===== src/rtl/dmem_arbiter.sv =====
// Shares one single-port data memory between the MEM stage (A, fixed priority)
// and a secondary requester (B), with a starvation counter bounding B's wait.
module dmem_arbiter #(
  parameter int AW       = 32,
  parameter int DW       = 32,
  parameter int MAX_WAIT = 4
) (
  input  logic          clk,
  input  logic          reset,
  input  logic          a_req,
  input  logic          a_we,
  input  logic [AW-1:0] a_addr,
  input  logic [DW-1:0] a_wdata,
  output logic          a_gnt,
  output logic [DW-1:0] a_rdata,
  output logic          a_rvalid,
  input  logic          b_req,
  input  logic          b_we,
  input  logic [AW-1:0] b_addr,
  input  logic [DW-1:0] b_wdata,
  output logic          b_gnt,
  output logic [DW-1:0] b_rdata,
  output logic          b_rvalid,
  output logic [AW-1:0] mem_addr,
  output logic [DW-1:0] mem_wdata,
  output logic          mem_we,
  input  logic [DW-1:0] mem_rdata
);

  localparam logic [3:0] MaxWait = 4'(MAX_WAIT);

  logic [3:0]    wait_cnt_q, wait_cnt_d;
  logic [DW-1:0] a_rdata_q, b_rdata_q;
  logic          a_rvalid_q, b_rvalid_q;
  logic          starve;

  assign starve = (wait_cnt_q == MaxWait);

  // Grants are masked by reset so no access (and no write) slips through while in reset.
  assign b_gnt = reset & b_req & (~a_req | starve);
  assign a_gnt = reset & a_req & ~b_gnt;

  assign mem_addr  = b_gnt ? b_addr  : a_addr;
  assign mem_wdata = b_gnt ? b_wdata : a_wdata;
  assign mem_we    = b_gnt ? b_we    : (a_gnt & a_we);

  always_comb begin
    wait_cnt_d = wait_cnt_q;
    if (b_gnt || !b_req) begin
      wait_cnt_d = 4'd0;
    end else if (wait_cnt_q != MaxWait) begin
      wait_cnt_d = wait_cnt_q + 4'd1;
    end
  end

  always_ff @(posedge clk) begin
    if (!reset) begin
      wait_cnt_q <= 4'd0;
      a_rvalid_q <= 1'b0;
      b_rvalid_q <= 1'b0;
      a_rdata_q  <= '0;
      b_rdata_q  <= '0;
    end else begin
      wait_cnt_q <= wait_cnt_d;
      a_rvalid_q <= a_gnt & ~a_we;
      b_rvalid_q <= b_gnt & ~b_we;
      if (a_gnt && !a_we) a_rdata_q <= mem_rdata;
      if (b_gnt && !b_we) b_rdata_q <= mem_rdata;
    end
  end

  assign a_rdata  = a_rdata_q;
  assign b_rdata  = b_rdata_q;
  assign a_rvalid = a_rvalid_q;
  assign b_rvalid = b_rvalid_q;

endmodule

===== config.mk =====
export PLATFORM = sky130hd
export DESIGN_NAME = dmem_arbiter
export DESIGN_NICKNAME = d
export VERILOG_FILES = /design/src/rtl/dmem_arbiter.sv
export SDC_FILE = /design/constraint.sdc
export NUM_CORES = 1
export LEC_CHECK = 0
export BUFFER_PORTS_ARGS = -buffer_cell sky130_fd_sc_hd__buf_4
export CAP_MARGIN = 20
export CORE_AREA = 4 4 113 115
export DETAILED_ROUTE_END_ITERATION = 10
export DIE_AREA = 0 0 117 119
export HOLD_SLACK_MARGIN = 0.12
export PLACE_DENSITY = 0.66
export SETUP_SLACK_MARGIN = 0.05
export SLEW_MARGIN = 20
export SYNTH_ARGS = -nofsm -noshare
export SYNTH_HDL_FRONTEND = slang
export SYNTH_SLANG_ARGS = --single-unit

===== constraint.sdc =====
create_clock -name clk -period 2.3 [get_ports clk]
set_clock_uncertainty 0.2 [all_clocks]
set_input_delay 0.69 -clock clk [delete_from_list [all_inputs] [get_ports clk]]
set_output_delay 0.69 -clock clk [all_outputs]
set_load 0.03 [all_outputs]

==> impl_metrics.toml <==
[status]
status = "complete, but fails checks"
violations = "negative setup slack"

[layout]
n_antenna_cell = 0
fin_cells = 858
num-fill-cells = 1012
layout.nets = 874
drive_gt1_share_pct = 60.90
post-route-util_pct = 62.16
syn_to_final_growth_pct = 103.7
regArea_um2 = 1404
final_area_um2 = 7342
multiInputGateArea_um2 = 2176

[die]
fp.coreArea_um2 = 11810
fp.dieArea_um2 = 13920
rows = 40
ioPinCount = 299
fp.dieH_um = 119
start_util_pct = 30.52
die_width_um = 117

[timing]
drv_slew = 0
fin_crit_sh_pct = 124.9
fin_ws_ns = -0.5738
fin_setup_tns_ns = -37.94
max_slew.worst_pin.slew_ns = 0.4679
layout_min_cycle_time_ns = 2.874
max_freq_mhz = 348.0
slew_headroom_pct = 68.81
hold_violations = 0
setup_violations = 99
rsz0062_at_grt = "true"

[synth]
yosysWarnings = 0
ys_seq_elements = 70
post_synth.cell_area_avg_um2 = 9.412
synth-main-ff-cell = "dfxtp_1"
synth-async-reset-ratio_pct = 0
yosysUniqueCellTypes = 27
syn_inst = 383
ys_seq_area_share_pct = 38.88
syn_nets = 551
synthesis.area_um2 = 3605
synth-edff-count = 0

[routing]
ant_nets = 0
via_per_inst = 4.801
routed_wl_um = 19190
vias = 4119
drcViolationCount = 0
wl_per_cell_um = 22.36
drt_iter0_drc = 190
drt_pre_antenna_iters = 4

[placement]
place_inst = 819
placedInstanceArea_um2 = 6218
place_congestion = 1.035
dp_hpwl_um = 14380
port_buffers = 298

[clock_tree]
cts-root-buf = "clkbuf_16"
numCtsBuffers = 9
cts.sinks = 70
clockBufferDepth = 2
clk_latency_ns = 0.32
postCtsHoldBufs = 0
clkTransAtPathRegs_ns = 0.06
cts_tree = "built"
htreeDepth = 3

[global_routing]
grt_util_met3_pct = 10.21
grt_pass1_vias = 4302
use_met1_pct = 29.08
grt_start_max_net_pins = 50
grt.busiest_layer = "met2"
globalRouteMet2Util_pct = 41.54
gr-usage-all-layers_pct = 24.81
grt_pass1_wl_um = 25840
antenna_found_initial = 2
grt_overflow = 0

[setup_path]
cp-end-kind = "output port"
path_class = "flop to output port"
required_ns = 1.41
crit_arrival_ns = 1.98
worstPathMaxFanout = 12
cp-start-kind = "flop"

[power_and_ir_drop]
ir_worst_vdd_uv = 408.3
p_per_area_nw_per_um2 = 538.1
power_leakage_nw = 3.762

[hold_path]
hp-class = "flop to flop"

[flow_run]
max-cap-violations = 0
## worst max-delay path, cell delays in order (launching register included)
cell and delay, ns:
dfxtp_2 0.32, inv_2 0.06, ha_4 0.13, nand3b_1 0.13
a21oi_4 0.23, buf_6 0.18, buf_16 0.16, mux2_4 0.31
buf_6 0.14
## sequential cells by signal (all words and copies together), names as in the netlist
| signal | flops |
|---|---|
| b_rvalid | 1 |
| a_rvalid | 1 |
| wait_cnt_q | 4 |
| a_rdata | 32 |
| b_rdata | 32 |
## through the flow
stage	worst slack [ns]	hold slack [ns]	total power, mW
global placement	-0.4712	0.2448	2.305
global route	-0.6461	0.2881	4.082
CTS	-0.6122	0.2597	3.922
detailed placement	-0.4928	0.2517	2.315
floorplan	-0.1294	0.2297	1.804
finish	-0.5738	0.2554	3.951
## layout make-up
| cell class | count | share of cell area [%] |
|---|---|---|
| multi-input combinational | 246 | 29.64 |
| tap | 147 | 2.505 |
| timing repair buffer | 343 | 42.50 |
| clock buffer | 10 | 3.119 |
| sequential | 70 | 19.12 |
| inverter | 36 | 1.840 |
| clock inverter | 6 | 1.278 |
## path summary, 6_finish.rpt
path	start	endpoint	slack [ns]	depth (start not counted)
min	b_rdata[22]	b_rdata[22]	0.26	2
max	wait_cnt_q[0]	mem_addr[24]	-0.57	8
max reg2reg	wait_cnt_q[0]	b_rdata[28]	-0.06	12
min reg2reg	b_rdata[22]	b_rdata[22]	0.26	2
## routing by layer
metal | routed length [um] | vias to the layer above
met5 | 21 | -
met4 | 374 | 4
met3 | 2096 | 25
met2 | 9221 | 182
met1 | 7472 | 1955
li1 | - | 1953
## kinds of logic after synthesis
kind of cell | synth area share, %
flip-flops | 38.88
multiplexers | 29.19
XOR/XNOR | 0.4860
buffers and inverters | 8.921
AND/OR/NAND/NOR | 10.24
AO/OA/AOI/OAI | 11.59
adder cells (fa/ha/maj) | 0.6941
## Yosys cell counts, types with 2 or more instances
master    count  area [um^2]
nand3_1      33        165.2
clkbuf_1     16        60.06
ha_1          2        25.02
o21ai_0      32        160.2
mux2_2       63        709.4
buf_2         5        25.02
a21boi_0     29        217.7
nand2_1      33        123.9
inv_1        36        135.1
mux2_1        2        22.52
a21boi_1      3        22.52
and3_1        2        12.51
nand3b_1      2        15.01
nor2_1        5        18.77
buf_6         8        90.09
mux2i_1      32        320.3
dfxtp_1      70         1401
## placed cells by master, fill, tap and decap left out, types with 2 or more instances in the layout
cell,count
buf_16,2
inv_1,34
mux2_4,64
buf_8,2
a21boi_1,3
clkbuf_16,16
o21ai_0,32
inv_6,2
dfxtp_2,2
buf_12,6
nand3b_1,2
mux2i_1,31
nand3_1,33
inv_2,2
dfxtp_1,68
nand2_1,32
buf_4,248
bufinv_16,2
nor2_1,5
a21boi_0,29
buf_6,78
## power breakdown
group          switching [mW]  leakage [nW]  internal, mW
clock                   0.545         0.154         0.960
sequential             0.0213         0.570          1.25
combinational           0.569          3.04         0.602
## repair_timing
item,in CTS,in global routing
setup endpoints to repair,67,100
gates cloned,2,9
hold endpoints to repair,0,0
pin swaps,5,3
resized for setup,101,24
buffers inserted,14,4
Note: power is estimated with default switching activity, not from simulation.
